$ cat config.mk
export PLATFORM = sky130hd
export DESIGN_NAME = reorder_buffer
export DESIGN_NICKNAME = d
export VERILOG_FILES = /design/src/rtl/reorder_buffer_pkg.sv /design/src/rtl/rob_retire_select.sv /design/src/rtl/reorder_buffer.sv
export SDC_FILE = /design/constraint.sdc
export NUM_CORES = 2
export LEC_CHECK = 0
export CAP_MARGIN = 20
export CORE_AREA = 3 3 531 586
export DETAILED_ROUTE_END_ITERATION = 7
export DIE_AREA = 0 0 534 589
export GPL_ROUTABILITY_DRIVEN = 0
export PLACE_DENSITY = 0.43
export SLEW_MARGIN = 20
export SYNTH_ARGS = -nofsm -noshare
export SYNTH_HDL_FRONTEND = slang
export SYNTH_HIERARCHICAL = 1
export SYNTH_SLANG_ARGS = --single-unit
$ cat constraint.sdc
create_clock -name clk -period 7.55 [get_ports clk]
set_clock_uncertainty 0.15 [all_clocks]
set_input_delay 2.265 -clock clk [delete_from_list [all_inputs] [get_ports clk]]
set_output_delay 2.265 -clock clk [all_outputs]
set_load 0.02 [all_outputs]
$ cat src/rtl/reorder_buffer_pkg.sv
// Shared types for the reorder buffer: entry width, dispatch/complete/entry
// records and a helper that builds a freshly allocated entry.
package reorder_buffer_pkg;

  localparam int ROB_SIZE_BITS = 4;
  localparam int PC_W          = 32;
  localparam int PREG_W        = 6;
  localparam int DATA_W        = 32;
  localparam int CTRL_W        = 8;

  typedef struct packed {
    logic [PC_W-1:0]   pc;
    logic [PREG_W-1:0] rd;
    logic [PREG_W-1:0] rd_old;
    logic [CTRL_W-1:0] control;
  } dispatchStruct;

  typedef struct packed {
    logic                     valid;
    logic [ROB_SIZE_BITS-1:0] robNum;
    logic [DATA_W-1:0]        result;
  } completeStruct;

  typedef struct packed {
    logic              valid;
    logic [PC_W-1:0]   pc;
    logic [PREG_W-1:0] rd;
    logic [PREG_W-1:0] rd_old;
    logic [DATA_W-1:0] result;
    logic [CTRL_W-1:0] control;
  } robEntryStruct;

  // A newly allocated entry is valid with a cleared result.
  function automatic robEntryStruct new_entry(dispatchStruct d);
    robEntryStruct e;
    e         = '0;
    e.valid   = 1'b1;
    e.pc      = d.pc;
    e.rd      = d.rd;
    e.rd_old  = d.rd_old;
    e.control = d.control;
    return e;
  endfunction

endpackage

$ cat src/rtl/rob_retire_select.sv
// Combinational retire selection from the head and head+1 entries.
// Slot b only ever retires behind slot a, and only when DUAL_RETIRE is set.
module rob_retire_select
  import reorder_buffer_pkg::*;
#(
  parameter bit DUAL_RETIRE = 1'b0
) (
  input  robEntryStruct head_entry,
  input  logic          head_done,
  input  robEntryStruct next_entry,
  input  logic          next_done,
  output logic [1:0]    retire_cnt,
  output logic          retire_valid_a,
  output logic          retire_valid_b,
  output robEntryStruct retire_a,
  output robEntryStruct retire_b
);

  // In-order retire: head first, head+1 only as a companion of the head.
  always_comb begin
    retire_valid_a = head_entry.valid && head_done;
    retire_valid_b = DUAL_RETIRE && retire_valid_a && next_entry.valid && next_done;
    retire_a       = retire_valid_a ? head_entry : '0;
    retire_b       = retire_valid_b ? next_entry : '0;
    retire_cnt     = {1'b0, retire_valid_a} + {1'b0, retire_valid_b};
  end

endmodule

$ cat src/rtl/reorder_buffer.sv
// Reorder buffer: 2-wide in-order allocate, 3 completion ports, in-order
// retire. Define ROB_DUAL_RETIRE_EN to allow two retires per cycle;
// otherwise at most one entry retires per cycle and slot b stays zero.
module reorder_buffer
  import reorder_buffer_pkg::*;
#(
  parameter int ROB_SIZE_BITS = reorder_buffer_pkg::ROB_SIZE_BITS
) (
  input  logic                     clk,
  input  logic                     reset,
  input  logic                     disp_valid_a,
  input  logic                     disp_valid_b,
  input  dispatchStruct            disp_a,
  input  dispatchStruct            disp_b,
  output logic                     disp_ready,
  output logic [ROB_SIZE_BITS-1:0] disp_rob_num_a,
  output logic [ROB_SIZE_BITS-1:0] disp_rob_num_b,
  input  completeStruct            cpl0,
  input  completeStruct            cpl1,
  input  completeStruct            cpl2,
  output logic                     retire_valid_a,
  output logic                     retire_valid_b,
  output robEntryStruct            retire_a,
  output robEntryStruct            retire_b,
  output logic [ROB_SIZE_BITS:0]   free_count,
  output logic                     empty
);

  localparam int DEPTH = 1 << ROB_SIZE_BITS;
  localparam int PTR_W = ROB_SIZE_BITS + 1;

`ifdef ROB_DUAL_RETIRE_EN
  localparam bit DUAL_RETIRE = 1'b1;
`else
  localparam bit DUAL_RETIRE = 1'b0;
`endif

  robEntryStruct [DEPTH-1:0] entries;
  logic [DEPTH-1:0]          done;

  logic [PTR_W-1:0] head, tail, head_p1, tail_p1, free_q;
  logic [ROB_SIZE_BITS-1:0] head_idx, head_p1_idx, tail_idx, tail_p1_idx;

  logic          accept_a, accept_b;
  logic [1:0]    disp_cnt;
  logic [1:0]    sel_cnt;
  logic          sel_valid_a, sel_valid_b;
  robEntryStruct sel_a, sel_b;
  completeStruct cpl [3];

  assign cpl[0] = cpl0;
  assign cpl[1] = cpl1;
  assign cpl[2] = cpl2;

  assign head_p1     = head + PTR_W'(1);
  assign tail_p1     = tail + PTR_W'(1);
  assign head_idx    = head[ROB_SIZE_BITS-1:0];
  assign head_p1_idx = head_p1[ROB_SIZE_BITS-1:0];
  assign tail_idx    = tail[ROB_SIZE_BITS-1:0];
  assign tail_p1_idx = tail_p1[ROB_SIZE_BITS-1:0];

  // disp_ready looks only at the registered count, so a same-cycle retire
  // cannot open the gate until the next cycle.
  assign disp_ready     = free_q >= PTR_W'(2);
  assign disp_rob_num_a = tail_idx;
  assign disp_rob_num_b = tail_p1_idx;
  assign free_count     = free_q;
  assign empty          = (head == tail);

  // A lone slot b is illegal and is simply not accepted.
  assign accept_a = disp_ready && disp_valid_a;
  assign accept_b = accept_a && disp_valid_b;
  assign disp_cnt = {1'b0, accept_a} + {1'b0, accept_b};

  rob_retire_select #(
    .DUAL_RETIRE (DUAL_RETIRE)
  ) u_retire_select (
    .head_entry     (entries[head_idx]),
    .head_done      (done[head_idx]),
    .next_entry     (entries[head_p1_idx]),
    .next_done      (done[head_p1_idx]),
    .retire_cnt     (sel_cnt),
    .retire_valid_a (sel_valid_a),
    .retire_valid_b (sel_valid_b),
    .retire_a       (sel_a),
    .retire_b       (sel_b)
  );

  // Head/tail pointers and the free-entry count.
  always_ff @(posedge clk) begin
    if (reset) begin
      head   <= '0;
      tail   <= '0;
      free_q <= PTR_W'(DEPTH);
    end else begin
      head   <= head + PTR_W'(sel_cnt);
      tail   <= tail + PTR_W'(disp_cnt);
      free_q <= free_q - PTR_W'(disp_cnt) + PTR_W'(sel_cnt);
    end
  end

  // Entry storage: allocate, then complete (later port wins), then clear on
  // retire. Allocation targets free slots and retire targets live ones, so
  // the three never collide on a legal cycle.
  always_ff @(posedge clk) begin
    if (reset) begin
      entries <= '0;
      done    <= '0;
    end else begin
      if (accept_a) begin
        entries[tail_idx] <= new_entry(disp_a);
        done[tail_idx]    <= 1'b0;
      end
      if (accept_b) begin
        entries[tail_p1_idx] <= new_entry(disp_b);
        done[tail_p1_idx]    <= 1'b0;
      end
      for (int p = 0; p < 3; p++) begin
        if (cpl[p].valid && entries[cpl[p].robNum].valid) begin
          done[cpl[p].robNum]           <= 1'b1;
          entries[cpl[p].robNum].result <= cpl[p].result;
        end
      end
      if (sel_valid_a) begin
        entries[head_idx].valid <= 1'b0;
        done[head_idx]          <= 1'b0;
      end
      if (sel_valid_b) begin
        entries[head_p1_idx].valid <= 1'b0;
        done[head_p1_idx]          <= 1'b0;
      end
    end
  end

  // Registered retire strobes and payloads toward rename/free-list.
  always_ff @(posedge clk) begin
    if (reset) begin
      retire_valid_a <= 1'b0;
      retire_valid_b <= 1'b0;
      retire_a       <= '0;
      retire_b       <= '0;
    end else begin
      retire_valid_a <= sel_valid_a;
      retire_valid_b <= sel_valid_b;
      retire_a       <= sel_a;
      retire_b       <= sel_b;
    end
  end

endmodule

======== After elaboration in Yosys (flattened, before gate mapping) ========
Index checks and enable logic that the tools add are counted.
storage, ports and cells
  bits of input ports ..................... 219
  logic and storage cells ................. 212
  bits in registers ....................... 1477
operators by class
  muxes and demuxes ....................... 62
  add/sub/neg operators ................... 6
  equality and inequality tests ........... 1
  bitwise gates (word level) .............. 10
  reduce and logical (&&, ||, !) cells .... 13
  $lt $le $gt $ge ......................... 13
operators with widths
  cell                                                                           number
  1360-bit two-way mux                                                           11
  1360-bit bitwise mux                                                           6
  85-bit demux with 4-bit select                                                 6
  85-bit binary-select mux with 4-bit select                                     4
  85-bit two-way mux                                                             7
  16-bit two-way mux                                                             11
  40-bit two-way mux                                                             3
  16-bit bitwise AND                                                             3
  16-bit inverter                                                                3
  16-bit bitwise OR                                                              3
  4-bit by 5-bit less-than comparator with 1-bit output (second input constant)  6
  1-bit demux with 4-bit select                                                  6
  4-bit by 1-bit >= comparator with 1-bit output (second input constant)         6
  1-bit logical AND                                                              12
  5-bit by 1-bit adder with 5-bit output                                         2
  1-bit two-way mux                                                              7
  5-bit by 2-bit adder with 5-bit output                                         1
  5-bit == test                                                                  1
  5-bit by 2-bit >= comparator with 1-bit output (second input constant)         1
  5-bit by 2-bit subtractor with 5-bit output                                    1
  4-bit by 1-bit adder with 4-bit output (second input constant)                 1
  1-bit binary-select mux with 4-bit select                                      1
  1-bit by 1-bit adder with 2-bit output                                         1
  2-bit OR reduction                                                             1
  1-bit inverter                                                                 1

======== Depth between registers and ports, before layout ========
  depth after elaboration ................. 22
  mapped depth ............................ 20
  depth with buffers taken out ............ 14

======== Cells and area by module ========
The synthesis kept the hierarchy.
by module, submodules not included
  module             area an instance (um^2)  sequential area each (um^2)  instances  cells an instance
  reorder_buffer     90110.2                  31290.0                      1          9855
  rob_retire_select  1347.5                   0.0                          1          193

======== Worst setup path before layout ========
Ideal clock, no wire load.
  kind .................................... input-to-reg
  from .................................... input disp_valid_a
  to ...................................... register free_q[4], in the netlist free_count[4]
  data arrival time ....................... 4.354 ns
  buffers on the path ..................... 2
  setup time .............................. 0.129 ns
  data required time ...................... 7.271 ns
  slack ................................... 2.918 ns
  stages on the path ...................... 14
  path through ............................ inv_1 -> a31oi_2 -> buf_2 -> buf_2 -> nor2b_1 -> ha_1 -> inv_1 -> ha_1 -> fa_1 -> a21oi_1 -> nor2_1 -> nor2_1 -> xnor2_1 -> nand2_1
on the way
  cells in the longest elaborated chain, start to end .. 5
ends and longest elaborated chain
  element                                          line                  RTL
  start: declaration                               reorder_buffer.sv:11  input logic disp_valid_a,
  1-bit logical AND (*)                            reorder_buffer.sv:71  assign accept_a = disp_ready && disp_valid_a;
  1-bit logical AND                                reorder_buffer.sv:72  assign accept_b = accept_a && disp_valid_b;
  1-bit by 1-bit adder with 2-bit output (*)       reorder_buffer.sv:73  assign disp_cnt = {1'b0, accept_a} + {1'b0, accept_b};
  5-bit by 2-bit subtractor with 5-bit output (*)  reorder_buffer.sv:98  free_q <= free_q - PTR_W'(disp_cnt) + PTR_W'(sel_cnt);
  5-bit by 1-bit adder with 5-bit output (*)       reorder_buffer.sv:98
  end signal: assignment                           reorder_buffer.sv:94  free_q <= PTR_W'(DEPTH);
  end signal: assignment                           reorder_buffer.sv:98
  end: declaration                                 reorder_buffer.sv:41  logic [PTR_W-1:0] head, tail, head_p1, tail_p1, free_q;
Every way passes the cells marked *; elsewhere a longest branch is shown, timed or not.
A chain may end at the register's enable or synchronous reset.

======== Final worst setup path ========
  from .................................... register tail[1]
  to ...................................... output disp_rob_num_b[2]
on the way
  cells in the longest elaborated chain, start to end .. 1
ends and longest elaborated chain
  element                                 line                  RTL
  start: declaration                      reorder_buffer.sv:41
  start signal: assignment                reorder_buffer.sv:97  tail <= tail + PTR_W'(disp_cnt);
  4-bit by 1-bit adder with 4-bit output  reorder_buffer.sv:56  assign tail_p1 = tail + PTR_W'(1);
  end: declaration                        reorder_buffer.sv:17  output logic [ROB_SIZE_BITS-1:0] disp_rob_num_b,
No other way between the ends.

==> impl_metrics.tcl <==
set metrics [dict create \
    num_vias 81500 \
    dr.first_iter.drc_count 10300 \
    num_io_pins 406 \
    cts_max_level 4 \
    initial_core_util 0.266 \
    cts_tree "yes" \
    p_int_mw 14.8 \
    setup_viol 0 \
    path_max_fanout 18 \
    row_count 213 \
    firstDrtPassIters 8 \
    grt-ovfl-total 0 \
    worst-setup-path-type "reg2out" \
    clkTransAtPathRegs_ps 60 \
    drv_slew 0 \
    arrival_ps 3670 \
    end_kind "primary output" \
    violations "design-rule violations" \
    tightest_slew_ps 1290 \
    routed_wirelength_um 438000 \
    avgRoutedWirePerCell_um 33.0 \
    grt_pass1_vias 79100 \
    grt_pass1_wl_um 613000 \
    synth_warnings 6 \
    die_area_mm2 0.315 \
    coreArea_mm2 0.306 \
    cts_resized 0 \
    clockPowerShare 0.457 \
    ir_drop_uv 174 \
    outcome "finished, violations left" \
    dpl_worst_slack_ps 1600 \
    track_usage 0.266 \
    path_cells "ha_1 -> buf_4 -> xor2_1 -> clkdlybuf4s50_1" \
    final_nets 9249 \
    power_frac_comb 0.129 \
    hold_slack_ps 312 \
    slew-limit-headroom 0.140 \
    viasPerCell 6.14 \
    dieHeight_um 589 \
    cts-buffers-inserted 198 \
    synthCells 9534 \
    swShare 0.292 \
    tns_ps 0 \
    ctsHoldBuffers 0 \
    p_sw_mw 6.11 \
    antenna_found_initial 82 \
    period_share 0.806 \
    max_cap_violations 0 \
    min_path_type "reg2reg" \
    clockBufferDepth 4 \
    ant_nets 0 \
    cts.sinks 1563 \
    drive_gt1_frac 0.119 \
    hold_violations 0 \
    post-cts-setup-buffer-count 0 \
    slowest_stage "xor2_1" \
    syn_avg_cell_area_um2 8.54 \
    pwr_density_cell_mw_per_mm2 223 \
    max_freq_mhz 164 \
    port_buffers 405 \
    worstPathRequired_ps 5140 \
    finalPower_mw 20.9 \
    p_seq_frac 0.415 \
    place_hpwl_um 243000 \
    cpPeakStageDelay_ps 790 \
    cts-root-buf "clkbuf_16" \
    layout_min_cycle_time_ps 6090 \
    syn_area_mm2 0.0814 \
    drc 1 \
    syn_to_final_growth_pct 15.4 \
    start_kind "register" \
    rsz0062_at_grt "false" \
    clkLatencyLatePin_ps 930 \
    die_x_um 534 \
    grt_max_degree 181 \
    p_leak_nw 30.2 \
    layout_setup_ws_ps 1460 \
]
## final timing paths
check | slack, ps | cells past startpoint | endpoint | start
worst min register to register | 310 | 2 | entries[293] | entries[293]
worst max register to register | 2700 | 7 | retire_a[7] | head[0]
worst min-delay path | 310 | 2 | entries[293] | entries[293]
worst max-delay path | 1460 | 4 | disp_rob_num_b[2] | tail[1]
## power by group through the flow
stage	Combinational (mW)	Sequential, mW	Clock, mW
after detailed placement	2.66	8.85	0
after CTS	2.66	8.67	9.72
after global routing	2.82	8.69	10.0
final	2.69	8.67	9.55
after floorplan	1.56	8.81	0
after global placement	2.63	8.84	0
## state kept, by name (all words and copies together), names as in the netlist
signal,flops
entries,1360
retire_a,85
retire_b,85
done,16
free_count,5
head,5
tail,5
retire_valid_a,1
retire_valid_b,1
## cells in the final DEF (no fill, tap or decap), types with 63 or more instances in the layout
cell / n
mux4_2: 428
nor3_1: 205
buf_4: 188
o211ai_1: 97
nand3_1: 63
conb_1: 87
and3_1: 93
a21oi_1: 154
nand2_1: 1821
nand4_1: 77
a221oi_1: 159
clkdlybuf4s50_1: 403
dfxtp_1: 1559
a31oi_1: 73
nor2b_1: 197
nor2_1: 1200
clkbuf_16: 202
o22ai_1: 257
o221ai_1: 221
a311oi_1: 899
## stage by stage
step           cells   util  area (um2)
2_1_floorplan   9620      -       81800
5_1_grt        13200  0.307       93900
6_report       13300  0.307       93900
4_1_cts        13200  0.307       93800
3_3_place_gp   12900  0.287       87600
3_5_place_dp   12900  0.287       87600
## per-layer routing
layer	GRT usage	up-vias	share of wire	routed length, um
met2	0.417	5476	0.45	197000
li1	-	33900	-	-
met3	0.0707	1522	0.10	45400
met1	0.325	40600	0.38	166000
met4	0.161	42	0.068	29500
met5	0	-	0.00055	241
## critical path, delay by kind of cell (launching register included)
kind	cells	cell delay, ps
buffers and inverters	2	1020
xor gates and xnor gates	1	790
DFF	1	740
adders and majority gates	1	260
## layout make-up
class,instances,area (um2)
repair buffers,615,5910
fillers,31500,212000
clock buffers,290,5760
clock inverters,44,445
multi-input cells,6599,45200
flip-flops and latches,1563,31300
inverters,24,95.1
well taps,4085,5110
diodes,44,110
Note: power is estimated with default switching activity, not from simulation.
